### src/rtl/ps2_rx_ctrl.sv
// PS/2 keyboard receive controller: synchronises and filters the PS/2 lines, sequences the
// 11-bit frame and loads code_q on a good frame, flagging parity, framing and timeout errors.
module ps2_rx_ctrl #(
    parameter int unsigned FILTER_LEN  = 8,
    parameter int unsigned TIMEOUT_CYC = 20000
) (
    input  logic       clk,
    input  logic       reset,
    input  logic       ps2_clk,
    input  logic       ps2_data,
    input  logic       rx_en,
    output logic [7:0] code_q,
    output logic       code_valid,
    output logic       parity_err,
    output logic       frame_err,
    output logic       busy
);

    localparam int unsigned TmoW = $clog2(TIMEOUT_CYC + 1);

    typedef enum logic [1:0] {StIdle, StData, StParity, StStop} state_e;

    logic [1:0]            clk_sync_q;
    logic [1:0]            data_sync_q;
    logic [FILTER_LEN-1:0] hist_q;
    logic                  fclk_q, fclk_d;
    logic                  hist_low, hist_high;
    logic                  fall_tick;
    logic                  rx_bit;

    state_e                state_q, state_d;
    logic [2:0]            bit_cnt_q, bit_cnt_d;
    logic [7:0]            shreg_q, shreg_d;
    logic                  par_q, par_d;
    logic [TmoW-1:0]       tmo_q, tmo_d;
    logic                  tmo_hit;

    logic                  load_en;
    logic                  perr_d;
    logic                  ferr_d;

    // Input synchronisers and clock glitch filter history.
    always_ff @(posedge clk or posedge reset) begin
        if (reset) begin
            clk_sync_q  <= 2'b11;
            data_sync_q <= 2'b11;
            hist_q      <= '1;
            fclk_q      <= 1'b1;
        end else begin
            clk_sync_q  <= {clk_sync_q[0], ps2_clk};
            data_sync_q <= {data_sync_q[0], ps2_data};
            hist_q      <= {hist_q[FILTER_LEN-2:0], clk_sync_q[1]};
            fclk_q      <= fclk_d;
        end
    end

    assign hist_low  = (hist_q == '0);
    assign hist_high = &hist_q;

    // Filtered level only moves when the whole history agrees; otherwise it holds.
    always_comb begin
        fclk_d = fclk_q;
        if (hist_low) begin
            fclk_d = 1'b0;
        end else if (hist_high) begin
            fclk_d = 1'b1;
        end
    end

    assign fall_tick = fclk_q & hist_low;
    assign rx_bit    = data_sync_q[1];

    // Timeout fires on the cycle the counter would step onto TIMEOUT_CYC.
    assign tmo_hit = (state_q != StIdle) && !fall_tick &&
                     (tmo_q == TmoW'(TIMEOUT_CYC - 1));

    // State register.
    always_ff @(posedge clk or posedge reset) begin
        if (reset) begin
            state_q    <= StIdle;
            bit_cnt_q  <= '0;
            shreg_q    <= '0;
            par_q      <= 1'b0;
            tmo_q      <= '0;
            code_q     <= 8'h00;
            code_valid <= 1'b0;
            parity_err <= 1'b0;
            frame_err  <= 1'b0;
            busy       <= 1'b0;
        end else begin
            state_q    <= state_d;
            bit_cnt_q  <= bit_cnt_d;
            shreg_q    <= shreg_d;
            par_q      <= par_d;
            tmo_q      <= tmo_d;
            if (load_en) begin
                code_q <= shreg_q;
            end
            code_valid <= load_en;
            parity_err <= perr_d;
            frame_err  <= ferr_d;
            busy       <= (state_d != StIdle);
        end
    end

    // Next-state logic.
    always_comb begin
        state_d   = state_q;
        bit_cnt_d = bit_cnt_q;
        shreg_d   = shreg_q;
        par_d     = par_q;
        tmo_d     = '0;
        unique case (state_q)
            StIdle: begin
                if (fall_tick && !rx_bit && rx_en) begin
                    state_d   = StData;
                    bit_cnt_d = '0;
                end
            end
            StData: begin
                if (fall_tick) begin
                    shreg_d   = {rx_bit, shreg_q[7:1]};
                    bit_cnt_d = bit_cnt_q + 3'd1;
                    if (bit_cnt_q == 3'd7) begin
                        state_d = StParity;
                    end
                end
            end
            StParity: begin
                if (fall_tick) begin
                    par_d   = rx_bit;
                    state_d = StStop;
                end
            end
            StStop: begin
                if (fall_tick) begin
                    state_d = StIdle;
                end
            end
            default: state_d = StIdle;
        endcase

        if (state_q != StIdle) begin
            if (fall_tick) begin
                tmo_d = '0;
            end else if (tmo_hit) begin
                tmo_d   = '0;
                state_d = StIdle;
            end else begin
                tmo_d = tmo_q + 1'b1;
            end
        end
    end

    // Output decode: a stop-bit 0 outranks a parity failure.
    always_comb begin
        load_en = 1'b0;
        perr_d  = 1'b0;
        ferr_d  = 1'b0;
        if (state_q == StStop && fall_tick) begin
            if (!rx_bit) begin
                ferr_d = 1'b1;
            end else if (^shreg_q ^ par_q) begin
                load_en = 1'b1;
            end else begin
                perr_d = 1'b1;
            end
        end
        if (tmo_hit) begin
            ferr_d = 1'b1;
        end
    end

    // Result pulses are mutually exclusive and never last more than one cycle.
    assert property (@(posedge clk) disable iff (reset)
        $onehot0({code_valid, parity_err, frame_err}));
    assert property (@(posedge clk) disable iff (reset)
        (code_valid || parity_err || frame_err) |=> !(code_valid || parity_err || frame_err));

endmodule
### config.mk
export PLATFORM = sky130hd
export DESIGN_NAME = ps2_rx_ctrl
export DESIGN_NICKNAME = d
export VERILOG_FILES = /design/src/rtl/ps2_rx_ctrl.sv
export SDC_FILE = /design/constraint.sdc
export NUM_CORES = 1
export LEC_CHECK = 0
export ABC_AREA = 1
export BUFFER_PORTS_ARGS = -buffer_cell sky130_fd_sc_hd__buf_2
export CAP_MARGIN = 20
export CELL_PAD_IN_SITES_DETAIL_PLACEMENT = 2
export CELL_PAD_IN_SITES_GLOBAL_PLACEMENT = 2
export CORE_MARGIN = 2
export CORE_UTILIZATION = 38
export CTS_CLUSTER_DIAMETER = 50
export DETAILED_ROUTE_END_ITERATION = 12
export GPL_ROUTABILITY_DRIVEN = 1
export PLACE_DENSITY_LB_ADDON = 0.25
export SKIP_LAST_GASP = 1
export SLEW_MARGIN = 15
export SYNTH_ARGS = -nofsm -noshare
export SYNTH_HDL_FRONTEND = slang
export SYNTH_SLANG_ARGS = --single-unit
export TNS_END_PERCENT = 20
### constraint.sdc
create_clock -name clk -period 1.6 [get_ports clk]
set_clock_uncertainty 0.05 [all_clocks]
set_input_delay 0.08 -clock clk [delete_from_list [all_inputs] [get_ports clk]]
set_output_delay 0.08 -clock clk [all_outputs]
set_load 0.1 [all_outputs]
==> qor.yml <==
fin_ws_ns: -0.0831
layout-drive-gt1-share_pct: 38.1
root_buffer: "clkbuf_8"
num-fill-cells: 702
yosysMostFrequentCell: "nand2_1"
grt_use_met1_pct: 27.3
ant_nets: 0
reg2reg_depth: 8
die-area_sq_mm: 0.00739
gr-usage-met2_pct: 34.2
cts_tree: "yes"
met3_usage_pct: 3.66
cp.arrival_ns: 1.85
synthFlopType: "dfrtp_1"
synthCells: 276
routabilityCongestion: 0.734
clk_path_buf_depth: 2
total_power_mw: 2.33
cp-startpoint: "shreg_q[6]"
setup_tns_ns: -0.600
yosysSeqAreaShare_pct: 53.6
cts_made_buffers: 5
hold_path.class: "input port to flop"
die_w_um: 86.0
max_freq_mhz: 594
status: "complete, but fails checks"
power.leakage_nw: 1.55
slew_violations: 0
ff2ff_setup_slack_ns: -0.08
post-route-util_pct: 49.8
r2r_start: "shreg_q[6]"
grt_antenna_before_repair: 0
synth_commonest_cells: "nand2_1 (63), dfrtp_1 (41), nor2_1 (35)"
grt_busiest_layer: "met2"
worst_pin_slew_ns: 0.501
cp.required_ns: 1.77
dp_hpwl_um: 4710
track_usage_pct: 20.5
relSlewSlack_pct: 66.8
clkTransAtPathRegs_ns: 0.11
failed_checks: "setup timing"
drc_errors: 0
min_to: "bit_cnt_q[2]"
synth_edf_count: 0
min_from: "rx_en"
whs_path_depth: 4
ir_drop_mv: 0.551
crit_type: "flop to flop"
areaGrowthSynthToFinish_pct: 25.3
numClockSinks: 54
htree_levels: 2
cp-end-kind: "flop"
detail_route.wirelength_um: 8090
hold_viol: 0
r2r_end: "code_q[0]"
grt_pass1_vias: 2299
synth-seq-cells: 54
period_share_pct: 105
grt_max_degree: 37
wire_per_inst_um: 19.8
die-height_um: 86.0
start_util_pct: 39.7
drv_cap: 0
antenna_cells: 0
rsz0062_at_grt: "yes"
dr.pass1.iters: 4
pin_count: 17
fin_crit_ns: 1.68
yosysTopAreaCell: "dfrtp_1"
vias: 2120
io_buffers: 16
yosysUniqueCellTypes: 37
nets: 338
drt_iter0_markers: 81
synth_nets: 284
rows: 29
synth_warnings: 0
synth_top_area_share_pct: 40.2
synth_area_leaders: "dfrtp_1 (40%), dfstp_2 (13%), nand2_1 (9.3%)"
async_reset_ff_share_pct: 100
clk_latency_ns: 0.32
setup_viol: 12
cp_max_fo: 6
syn_area_per_cell_sq_um: 9.25
coreArea_sq_mm: 0.00642
startpoint_type: "flop"
powerDensity_mw_per_mm2: 727
grt_first_pass_wirelength_um: 11700
grt-ovfl-total: 0
synth.cell_area_sq_mm: 0.00255
via_per_inst: 5.20
stage by stage:
stage	setup WS (ns)	hold WS (ns)	instances	cell area, sq um
finish	-0.0831	0.124	408	3200
global route	-0.197	0.170	408	3200
CTS	-0.0117	0.119	396	3020
detailed placement	-0.142	0.0669	376	2810
global placement	-0.0322	0.0647	376	2810
floorplan	0.177	0.0345	276	2550
worst max path at each step:
stage	end	slack (ns)
finish	code_q[0]	-0.08
floorplan	bit_cnt_q[0]	0.18
CTS	tmo_q[9]	-0.01
global route	tmo_q[13]	-0.20
detailed placement	tmo_q[12]	-0.14
global placement	tmo_q[12]	-0.03
worst max-delay path, stage by stage, from the launching register on:
cell and delay, ns:
dfrtp_1 0.46, xor2_1 0.26, inv_1 0.11, nand2_2 0.15
nand2_2 0.11, nand2_4 0.15, nand3_4 0.12, nand2_1 0.11
nand2_1 0.06
routing by layer:
metal	part of all wire, %	routed length, um
met5	0	0
met3	2.4	195
met1	44	3590
met4	1.8	144
met2	51	4150
cell type report:
class	count	area, sq um	area share [%]
flip-flops and latches	54	1370	42.9
clock inverters	3	26.3	0.822
clock buffers	5	68.8	2.15
repair buffers	48	360	11.3
inverters	33	125	3.91
well taps	77	96.3	3.01
multi-input cells	188	1150	35.9
registers in the layout, indices dropped and copies added, names as in the netlist:
register     flops
tmo_q           15
code_q           8
hist_q           8
shreg_q          8
bit_cnt_q        3
clk_sync_q       2
data_sync_q      2
state_q          2
busy             1
code_valid       1
fclk_q           1
frame_err        1
par_q            1
parity_err       1
where the power goes:
part	switching, mW	internal [mW]	total, mW
Clock	0.512	0.324	0.836
Sequential	0.0228	1.40	1.42
Combinational	0.0465	0.0217	0.0682
cells by family (layout without fill, tap and decap cells):
| group | count (synthesis) | count (layout) | synth area share [%] |
|---|---|---|---|
| buffers and inverters | 37 | 89 | 6.03 |
| DFF | 54 | 54 | 53.6 |
| xor gates and xnor gates | 4 | 4 | 1.37 |
| and+or+nand+nor | 156 | 159 | 31.5 |
| AOI/OAI and AO/OA | 22 | 22 | 6.03 |
| adders and majority gates | 3 | 3 | 1.47 |
layout by cell type, fill, tap and decap left out, types with 5 or more instances in the layout:
cell       n
inv_2      7
nand4_1   13
nand2_1   58
clkbuf_8   5
buf_2     16
nor2_1    31
nand2_2    9
dfrtp_1   37
inv_1     25
nor3_1     6
o21ai_2    7
nand3_1   10
dfstp_2   13
nand3_2    6
buf_4     25
what timing repair did:
item / in CTS / in global routing
setup buffers: 8 / 10
pin swaps: 5 / 10
hold buffers: 3 / 0
gates resized for setup: 7 / 25
cloned: 1 / 2
setup endpoints to repair: 20 / 38
hold endpoints to repair: 18 / 0
Note: power is estimated with default switching activity, not from simulation.
